$ cat src/rtl/l1_dcache_pkg.sv
// -----------------------------------------------------------------------------
// l1_dcache_pkg
// Shared definitions for the L1 data cache: FSM state encodings (2-bit),
// the data word width and the statistics counter width.
// No ports (package).
// -----------------------------------------------------------------------------
package l1_dcache_pkg;

    // Controller states
    localparam logic [1:0] ST_IDLE      = 2'd0;
    localparam logic [1:0] ST_WRITEBACK = 2'd1;
    localparam logic [1:0] ST_REFILL    = 2'd2;

    // CPU data word width in bits
    localparam int WORD_W = 32;

    // Width of the hit/miss statistics counters
    localparam int STAT_W = 32;

endpackage

$ cat src/rtl/l1_dcache_line_store.sv
// -----------------------------------------------------------------------------
// l1_dcache_line_store
// Tag / valid / dirty / data storage for the direct-mapped L1 data cache.
// Ports:
//   i_clk, i_rst_n          clock, asynchronous active-low reset
//                           (clears valid and dirty only; tags/data keep state)
//   i_rd_idx                asynchronous read index
//   o_rd_tag/valid/dirty    tag and status of the indexed line
//   o_rd_line               data of the indexed line, word 0 in bits [31:0]
//   i_wr_en/idx/word/data/be  byte-masked single-word store, sets dirty
//   i_fill_en/idx/tag/line  full-line install: valid=1, dirty=0
// A fill takes priority over a word write (the controller never issues both).
// -----------------------------------------------------------------------------
module l1_dcache_line_store
    import l1_dcache_pkg::*;
#(
    parameter int NUM_LINES      = 16,
    parameter int WORDS_PER_LINE = 4,
    parameter int IDX_W          = $clog2(NUM_LINES),
    parameter int WSEL_W         = $clog2(WORDS_PER_LINE),
    parameter int TAG_W          = 32 - IDX_W - WSEL_W - 2,
    parameter int LINE_BITS      = WORD_W * WORDS_PER_LINE
) (
    input  logic                 i_clk,
    input  logic                 i_rst_n,
    input  logic [IDX_W-1:0]     i_rd_idx,
    output logic [TAG_W-1:0]     o_rd_tag,
    output logic                 o_rd_valid,
    output logic                 o_rd_dirty,
    output logic [LINE_BITS-1:0] o_rd_line,
    input  logic                 i_wr_en,
    input  logic [IDX_W-1:0]     i_wr_idx,
    input  logic [WSEL_W-1:0]    i_wr_word,
    input  logic [WORD_W-1:0]    i_wr_data,
    input  logic [3:0]           i_wr_be,
    input  logic                 i_fill_en,
    input  logic [IDX_W-1:0]     i_fill_idx,
    input  logic [TAG_W-1:0]     i_fill_tag,
    input  logic [LINE_BITS-1:0] i_fill_line
);

    logic [NUM_LINES-1:0] r_valid;
    logic [NUM_LINES-1:0] r_dirty;
    logic [TAG_W-1:0]     r_tag  [NUM_LINES];
    logic [LINE_BITS-1:0] r_data [NUM_LINES];
    logic [WORD_W-1:0]    w_merged;

    assign o_rd_tag   = r_tag[i_rd_idx];
    assign o_rd_valid = r_valid[i_rd_idx];
    assign o_rd_dirty = r_dirty[i_rd_idx];
    assign o_rd_line  = r_data[i_rd_idx];

    // Old word with the enabled byte lanes replaced by store data
    always_comb begin
        w_merged = r_data[i_wr_idx][32'(i_wr_word) * WORD_W +: WORD_W];
        for (int b = 0; b < 4; b++) begin
            if (i_wr_be[b]) begin
                w_merged[b*8 +: 8] = i_wr_data[b*8 +: 8];
            end
        end
    end

    // Status bits are the only state that reset clears
    always_ff @(posedge i_clk or negedge i_rst_n) begin
        if (!i_rst_n) begin
            r_valid <= '0;
            r_dirty <= '0;
        end else if (i_fill_en) begin
            r_valid[i_fill_idx] <= 1'b1;
            r_dirty[i_fill_idx] <= 1'b0;
        end else if (i_wr_en) begin
            r_dirty[i_wr_idx] <= 1'b1;
        end
    end

    always_ff @(posedge i_clk) begin
        if (i_fill_en) begin
            r_data[i_fill_idx] <= i_fill_line;
            r_tag[i_fill_idx]  <= i_fill_tag;
        end else if (i_wr_en) begin
            r_data[i_wr_idx][32'(i_wr_word) * WORD_W +: WORD_W] <= w_merged;
        end
    end

endmodule

$ cat src/rtl/l1_dcache.sv
// -----------------------------------------------------------------------------
// l1_dcache
// Blocking, direct-mapped, write-back, write-allocate L1 data cache between
// the MEM stage and a line-wide memory.
// Optional feature: define DCACHE_STATS_EN to build the hit/miss counters;
// otherwise stat_hits and stat_misses are constant zero.
// Ports:
//   clock, reset            rising-edge clock, asynchronous active-low reset
//   cpu_read, cpu_write     level requests, held by the CPU while cpu_stall
//   cpu_addr, cpu_wdata, cpu_be   byte address, lane-aligned store data, byte enables
//   cpu_rdata               load data (valid when cpu_read && !cpu_stall)
//   cpu_stall               freeze pipeline (combinational)
//   mem_req, mem_we, mem_addr, mem_wdata   line write-back / refill request
//   mem_rdata, mem_ready    refill line and one-cycle completion strobe
//   stat_hits, stat_misses  statistics counters
//   o_dbg_state             current controller state
// Memory handshake: mem_req rises with mem_we/mem_addr/mem_wdata valid and all
// of them stay stable until the single-cycle mem_ready strobe; the transaction
// completes on that edge and mem_req is low in the following cycle. mem_ready
// while no request is outstanding is ignored.
// -----------------------------------------------------------------------------
module l1_dcache
    import l1_dcache_pkg::*;
#(
    parameter int NUM_LINES      = 16,
    parameter int WORDS_PER_LINE = 4
) (
    input  logic                           clock,
    input  logic                           reset,
    input  logic                           cpu_read,
    input  logic                           cpu_write,
    input  logic [31:0]                    cpu_addr,
    input  logic [31:0]                    cpu_wdata,
    input  logic [3:0]                     cpu_be,
    output logic [31:0]                    cpu_rdata,
    output logic                           cpu_stall,
    output logic                           mem_req,
    output logic                           mem_we,
    output logic [31:0]                    mem_addr,
    output logic [32*WORDS_PER_LINE-1:0]   mem_wdata,
    input  logic [32*WORDS_PER_LINE-1:0]   mem_rdata,
    input  logic                           mem_ready,
    output logic [STAT_W-1:0]              stat_hits,
    output logic [STAT_W-1:0]              stat_misses,
    output logic [1:0]                     o_dbg_state
);

    localparam int WSEL_W    = $clog2(WORDS_PER_LINE);
    localparam int OFF_W     = WSEL_W + 2;
    localparam int IDX_W     = $clog2(NUM_LINES);
    localparam int TAG_W     = 32 - IDX_W - OFF_W;
    localparam int LINE_BITS = WORD_W * WORDS_PER_LINE;

    logic [1:0]           r_state;
    logic                 r_mem_req;
    logic                 r_mem_we;
    logic [31:0]          r_mem_addr;
    logic [LINE_BITS-1:0] r_mem_wdata;
    logic [TAG_W-1:0]     r_miss_tag;
    logic [IDX_W-1:0]     r_miss_idx;

    logic [TAG_W-1:0]     w_tag;
    logic [IDX_W-1:0]     w_idx;
    logic [WSEL_W-1:0]    w_word;
    logic [TAG_W-1:0]     w_rd_tag;
    logic                 w_rd_valid;
    logic                 w_rd_dirty;
    logic [LINE_BITS-1:0] w_rd_line;
    logic                 w_req;
    logic                 w_hit;
    logic                 w_idle;
    logic                 w_done;
    logic                 w_miss;
    logic                 w_wr_en;
    logic                 w_fill_en;
    logic                 w_unused;

    assign w_tag    = cpu_addr[31 -: TAG_W];
    assign w_idx    = cpu_addr[OFF_W +: IDX_W];
    assign w_word   = cpu_addr[2 +: WSEL_W];
    assign w_unused = &{1'b0, cpu_addr[1:0]};

    assign w_req  = cpu_read | cpu_write;
    assign w_hit  = w_req && w_rd_valid && (w_rd_tag == w_tag);
    assign w_idle = (r_state == ST_IDLE);
    // An access completes only on a hit seen in IDLE
    assign w_done = w_idle && w_hit;
    assign w_miss = w_idle && w_req && !w_hit;

    // Write wins when both request lines are high
    assign w_wr_en   = w_done && cpu_write;
    // Only a refill that is actually on the bus may complete
    assign w_fill_en = (r_state == ST_REFILL) && r_mem_req && mem_ready;

    assign cpu_stall = !w_idle || (w_req && !w_hit);
    assign cpu_rdata = (w_done && cpu_read && !cpu_write)
                     ? w_rd_line[32'(w_word) * WORD_W +: WORD_W] : '0;

    assign mem_req     = r_mem_req;
    assign mem_we      = r_mem_we;
    assign mem_addr    = r_mem_addr;
    assign mem_wdata   = r_mem_wdata;
    assign o_dbg_state = r_state;

    l1_dcache_line_store #(
        .NUM_LINES      (NUM_LINES),
        .WORDS_PER_LINE (WORDS_PER_LINE)
    ) u_store (
        .i_clk       (clock),
        .i_rst_n     (reset),
        .i_rd_idx    (w_idx),
        .o_rd_tag    (w_rd_tag),
        .o_rd_valid  (w_rd_valid),
        .o_rd_dirty  (w_rd_dirty),
        .o_rd_line   (w_rd_line),
        .i_wr_en     (w_wr_en),
        .i_wr_idx    (w_idx),
        .i_wr_word   (w_word),
        .i_wr_data   (cpu_wdata),
        .i_wr_be     (cpu_be),
        .i_fill_en   (w_fill_en),
        .i_fill_idx  (r_miss_idx),
        .i_fill_tag  (r_miss_tag),
        .i_fill_line (mem_rdata)
    );

    // The miss address is captured so the transaction finishes correctly even
    // if the CPU withdraws its request (pipeline flush) mid-miss.
    always_ff @(posedge clock or negedge reset) begin
        if (!reset) begin
            r_state     <= ST_IDLE;
            r_mem_req   <= 1'b0;
            r_mem_we    <= 1'b0;
            r_mem_addr  <= '0;
            r_mem_wdata <= '0;
            r_miss_tag  <= '0;
            r_miss_idx  <= '0;
        end else begin
            case (r_state)
                ST_IDLE: begin
                    if (w_miss) begin
                        r_miss_tag <= w_tag;
                        r_miss_idx <= w_idx;
                        r_mem_req  <= 1'b1;
                        if (w_rd_valid && w_rd_dirty) begin
                            r_state     <= ST_WRITEBACK;
                            r_mem_we    <= 1'b1;
                            r_mem_addr  <= {w_rd_tag, w_idx, {OFF_W{1'b0}}};
                            r_mem_wdata <= w_rd_line;
                        end else begin
                            r_state    <= ST_REFILL;
                            r_mem_we   <= 1'b0;
                            r_mem_addr <= {w_tag, w_idx, {OFF_W{1'b0}}};
                        end
                    end
                end
                ST_WRITEBACK: begin
                    // Drop mem_req for one cycle before the refill request
                    if (mem_ready) begin
                        r_state    <= ST_REFILL;
                        r_mem_req  <= 1'b0;
                        r_mem_we   <= 1'b0;
                        r_mem_addr <= {r_miss_tag, r_miss_idx, {OFF_W{1'b0}}};
                    end
                end
                ST_REFILL: begin
                    if (!r_mem_req) begin
                        r_mem_req <= 1'b1;
                    end else if (mem_ready) begin
                        r_mem_req <= 1'b0;
                        r_state   <= ST_IDLE;
                    end
                end
                default: begin
                    r_state   <= ST_IDLE;
                    r_mem_req <= 1'b0;
                end
            endcase
        end
    end

`ifdef DCACHE_STATS_EN
    logic [STAT_W-1:0] r_stat_hits;
    logic [STAT_W-1:0] r_stat_misses;

    always_ff @(posedge clock or negedge reset) begin
        if (!reset) begin
            r_stat_hits   <= '0;
            r_stat_misses <= '0;
        end else begin
            if (w_done) begin
                r_stat_hits <= r_stat_hits + 1'b1;
            end
            if (w_miss) begin
                r_stat_misses <= r_stat_misses + 1'b1;
            end
        end
    end

    assign stat_hits   = r_stat_hits;
    assign stat_misses = r_stat_misses;
`else
    assign stat_hits   = '0;
    assign stat_misses = '0;
`endif

endmodule
$ cat config.mk
export PLATFORM = sky130hd
export DESIGN_NAME = l1_dcache
export DESIGN_NICKNAME = d
export VERILOG_FILES = /design/src/rtl/l1_dcache_pkg.sv /design/src/rtl/l1_dcache_line_store.sv /design/src/rtl/l1_dcache.sv
export SDC_FILE = /design/constraint.sdc
export NUM_CORES = 2
export LEC_CHECK = 0
export CAP_MARGIN = 0
export CORE_MARGIN = 2
export CORE_UTILIZATION = 45
export CTS_CLUSTER_SIZE = 20
export DETAILED_ROUTE_END_ITERATION = 7
export PLACE_DENSITY = 0.58
export SLEW_MARGIN = 20
export SYNTH_ARGS = -nofsm -noshare
export SYNTH_HDL_FRONTEND = slang
export SYNTH_SLANG_ARGS = --single-unit
$ cat constraint.sdc
create_clock -name clock -period 14.1 [get_ports clock]
set_input_delay 2.115 -clock clock [delete_from_list [all_inputs] [get_ports clock]]
set_output_delay 2.115 -clock clock [all_outputs]
set_load 0.005 [all_outputs]
==> key figures <==
Clock network
  • Clock-pin slew on the worst setup and hold paths: 0.06 ns
  • Clock root cell: clkbuf_16
  • CTS tree: done
  • Clock buffer depth: 4
  • Post-CTS Setup Bufs: 0
  • Clock Sink Count: between 2000 and 3000
  • TritonCTS Buffers: about 290
  • Hold_buf cts: 0
  • Worst skew pair latency: around 0.95 ns
  • # resized after CTS: 0
  • CTS H-Tree Depth: 5

Detailed routing
  • Via density: approximately 6.1
  • Residual DRC: 0
  • Post-detailed-route count of antenna-violating nets: 0
  • Mean routed wirelength per cell: between 30 and 40 µm
  • First DRT Iteration DRCs: roughly 6600
  • DRT Pass-1 Iters: 5
  • Wirelength, routed: between 300 and 400 mm
  • Via Count: 53760

STA
  • RSZ-0062 raised after global routing: no
  • Setup TNS: 0 ns
  • Relative slew slack: between 15 and 20%
  • Final Worst Setup Slack: 4.456 ns
  • Post-layout min period: roughly 9.6 ns
  • Setup violators final: 0
  • Final period utilization: 68.40%
  • Final Max Tran Viols: 0
  • Worst-margin pin slew: about 1.2 ns
  • Fmax: around 0.10 GHz
  • Final Hold Viols: 0
  • WHS: approximately 0.46 ns
  • Worst clock skew: 0.06448 ns

Power
  • Sw Ratio: between 20% and 30%
  • Cell Pwr Density: roughly 150 nW/µm²
  • Internal power: ~14 mW
  • Max rail drop VDD: 0.08914 mV
  • Power share of the combinational group: under 10%
  • Clock power frac: 39.5%
  • Pwr Total: 18.12 mW
  • Sw Pwr: around 4.2 mW
  • Leakage: ~40 nW
  • Reg power frac: slightly above 50%

Layout
  • Final Instance Area: around 120000 µm²
  • # nets final: 5793
  • Util after Layout: a little over half
  • Fillers: 18040
  • Layout area overhead: 16.88%
  • Post-Layout Cell Count: 8861
  • Footprint of the multi-input gates: 25640 µm²
  • FF+latch area: ~79000 µm²
  • Fraction of layout cells with a size suffix above 1: 29.27%

Placement
  • Pre-CTS WS: roughly 4.4 ns
  • Detailed Place HPWL: ~180 mm
  • IO buf count: 391
  • DP Area: approximately 110000 µm²
  • Cells after DPL: around 8300
  • GP Congestion: approximately 0.81

Synthesis
  • Share of the synthesized area in the top cell type: 69.48%
  • Post-synth top cells: edfxtp_1 (2432), mux4_2 (750), nand2_1 (231)
  • Cell variety after synth: 72
  • Largest cells by area after synthesis: edfxtp_1 (69%), mux4_2 (16%), dfrtp_1 (5.2%)
  • Most frequent cell after synthesis: edfxtp_1
  • Mapped Area: roughly 110000 µm²
  • Syn Area/Cell: between 20 and 25 µm²
  • Sequential area share after synthesis: between 70% and 80%
  • Seq cells post-synth: 2652
  • EDFF count, synth: approximately 2400
  • Cell count after synthesis: slightly below 5000
  • Ys async rst share: under 10%
  • Synth Warn #: 0
  • Synth Flop Type: edfxtp_1
  • Largest area contributor in the netlist: edfxtp_1

Global routing
  • First-pass GRT wire length: between 400 and 500 mm
  • Total GRT Usage: about a quarter
  • Largest net degree at the start of global routing: between 100 and 150
  • Gr ovfl total: 0
  • Initial antenna violation count: 58
  • Number of global-route vias before repair: about 54000

Floorplanning
  • Die Footprint: 237400 µm²
  • Core Region: around 230000 µm²
  • I/O pins: 462
  • Die outline width: around 500 µm
  • Starting density of the core: approximately 45%
  • Row cnt: 177
  • Die Ht: between 400 and 500 µm

Setup path
  • Reg2reg end: u_store.r_data[10][104]
  • WP buf/inv: 4
  • Setup crit end kind: primary output
  • CP required: around 12 ns
  • R2R Setup Slk: between 8 and 9 ns
  • Worst setup path class: in2out
  • Crit-path max cell delay: roughly 0.86 ns
  • Maximum fanout along the worst path: between 70 and 80
  • Worst reg2reg startpoint: u_store.r_tag[8][7]
  • Critical path startpoint: cpu_addr[5]
  • Family with the most delay on the worst path: buffers and inverters
  • CP max-delay cell: buf_4
  • Worst R2R Path Depth: 10
  • CP Cell Sequence: buf_8 > buf_4 > mux4_2 > mux2i_1 > mux2i_1 > xnor2_1 > nand4_1 > nand4bb_1 > nor2_1 > nand4b_1 > buf_4 > nor2b_1 > clkdlybuf4s50_1
  • Critical path launch point type: input pin
  • CP Data Arrival Time: 7.53 ns

Min path
  • Hold Path End: u_store.r_valid[14]
  • Hold Crit Depth: 1
  • Hold_sp: u_store.r_valid[14]
  • Type of the tightest min-delay check: reg2reg

Run
  • # Max-Cap Violations: 0

Outcome
  • Status: finished clean
-- final cells by class --
| type | count | area share [%] |
|---|---|---|
| repair buffers | 647 | 4.848 |
| inverters | 11 | 0.03361 |
| diodes | 24 | 0.04889 |
| clock buffers | 383 | 6.455 |
| well taps | 3043 | 3.099 |
| multi-input cells | 1981 | 20.87 |
| flip-flops and latches | 2652 | 63.93 |
| clock inverters | 120 | 0.7120 |
-- power by group through the flow --
stage / logic (mW) / registers, mW / clock network, mW
after floorplan: 0.866 / 9.39 / 0
after CTS: 1.66 / 9.32 / 7.25
after detailed placement: 1.66 / 9.48 / 0
after global placement: 1.64 / 9.45 / 0
final: 1.65 / 9.32 / 7.15
after global routing: 1.73 / 9.35 / 7.56
-- state kept, by name (all words and copies together), names as in the netlist --
signal and flops:
mem_wdata 128, u_store.r_dirty 16, u_store.r_valid 16, mem_req 1, u_store.r_tag 384, mem_addr 28, u_store.r_data 2048, r_miss_idx 4
mem_we 1, o_dbg_state 2, r_miss_tag 24
-- layout by cell type (no fill, tap or decap), types with 19 or more instances in the layout --
cell / Yosys / final
nor2_1: 139 / 59
a22oi_1: 29 / 29
nor2_4: 0 / 79
dfrtp_1: 220 / 220
o21ai_1: 2 / 20
mux4_2: 750 / 750
mux2i_1: 112 / 112
conb_1: 1 / 68
clkinv_2: 0 / 31
edfxtp_1: 2432 / 2432
mux2_2: 189 / 189
o21ai_0: 174 / 152
a21oi_1: 20 / 20
or2_2: 23 / 23
o22ai_1: 19 / 19
clkinv_1: 1 / 64
diode_2: 0 / 24
buf_4: 80 / 248
clkbuf_16: 0 / 300
nand2_1: 231 / 229
clkdlybuf4s50_1: 0 / 385
nor2b_1: 38 / 38
clkbuf_1: 150 / 72
-- metal layers --
metal / track usage [%] / wire length, µm / vias up
li1: - / - / 21650
met1: 36.23 / 124100 / 29190
met2: 41.55 / 150600 / 2499
met3: 5.982 / 28330 / 421
met4: 9.294 / 10650 / 8
met5: 0 / 48 / -
-- worst max-delay path by stage --
stage / endpoint / depth (start not counted) / slack, ns
after floorplan: cpu_rdata[18] / 11 / 6.65
after global placement: cpu_rdata[18] / 9 / 4.41
after detailed placement: cpu_rdata[18] / 9 / 4.41
after CTS: cpu_rdata[18] / 9 / 4.41
after global routing: cpu_rdata[18] / 9 / 4.11
final: cpu_rdata[5] / 13 / 4.46
-- kinds of logic after synthesis --
family                   Yosys count  synth area share (%)
AO/OA/AOI/OAI                    305                 1.756
other                              1              0.003568
flip-flops                      2652                 74.72
adder cells (fa/ha/maj)            5               0.05952
buffers and inverters            359                 1.733
AND/OR/NAND/NOR                  514                 2.193
multiplexers                    1069                 19.37
XOR/XNOR                          20                0.1667
-- worst reg2reg max path: stages (launching register included) --
cell       delay, ns
edfxtp_1        0.37
mux4_2          0.47
mux2i_1         0.29
mux2i_1         0.23
xnor2_1         0.20
nand4_1         0.37
nand4bb_1       0.43
nor3_4          0.26
buf_4           0.49
nand2_1         0.89
o21ai_1         1.06
No activity file was read; power rests on OpenSTA's default activity.
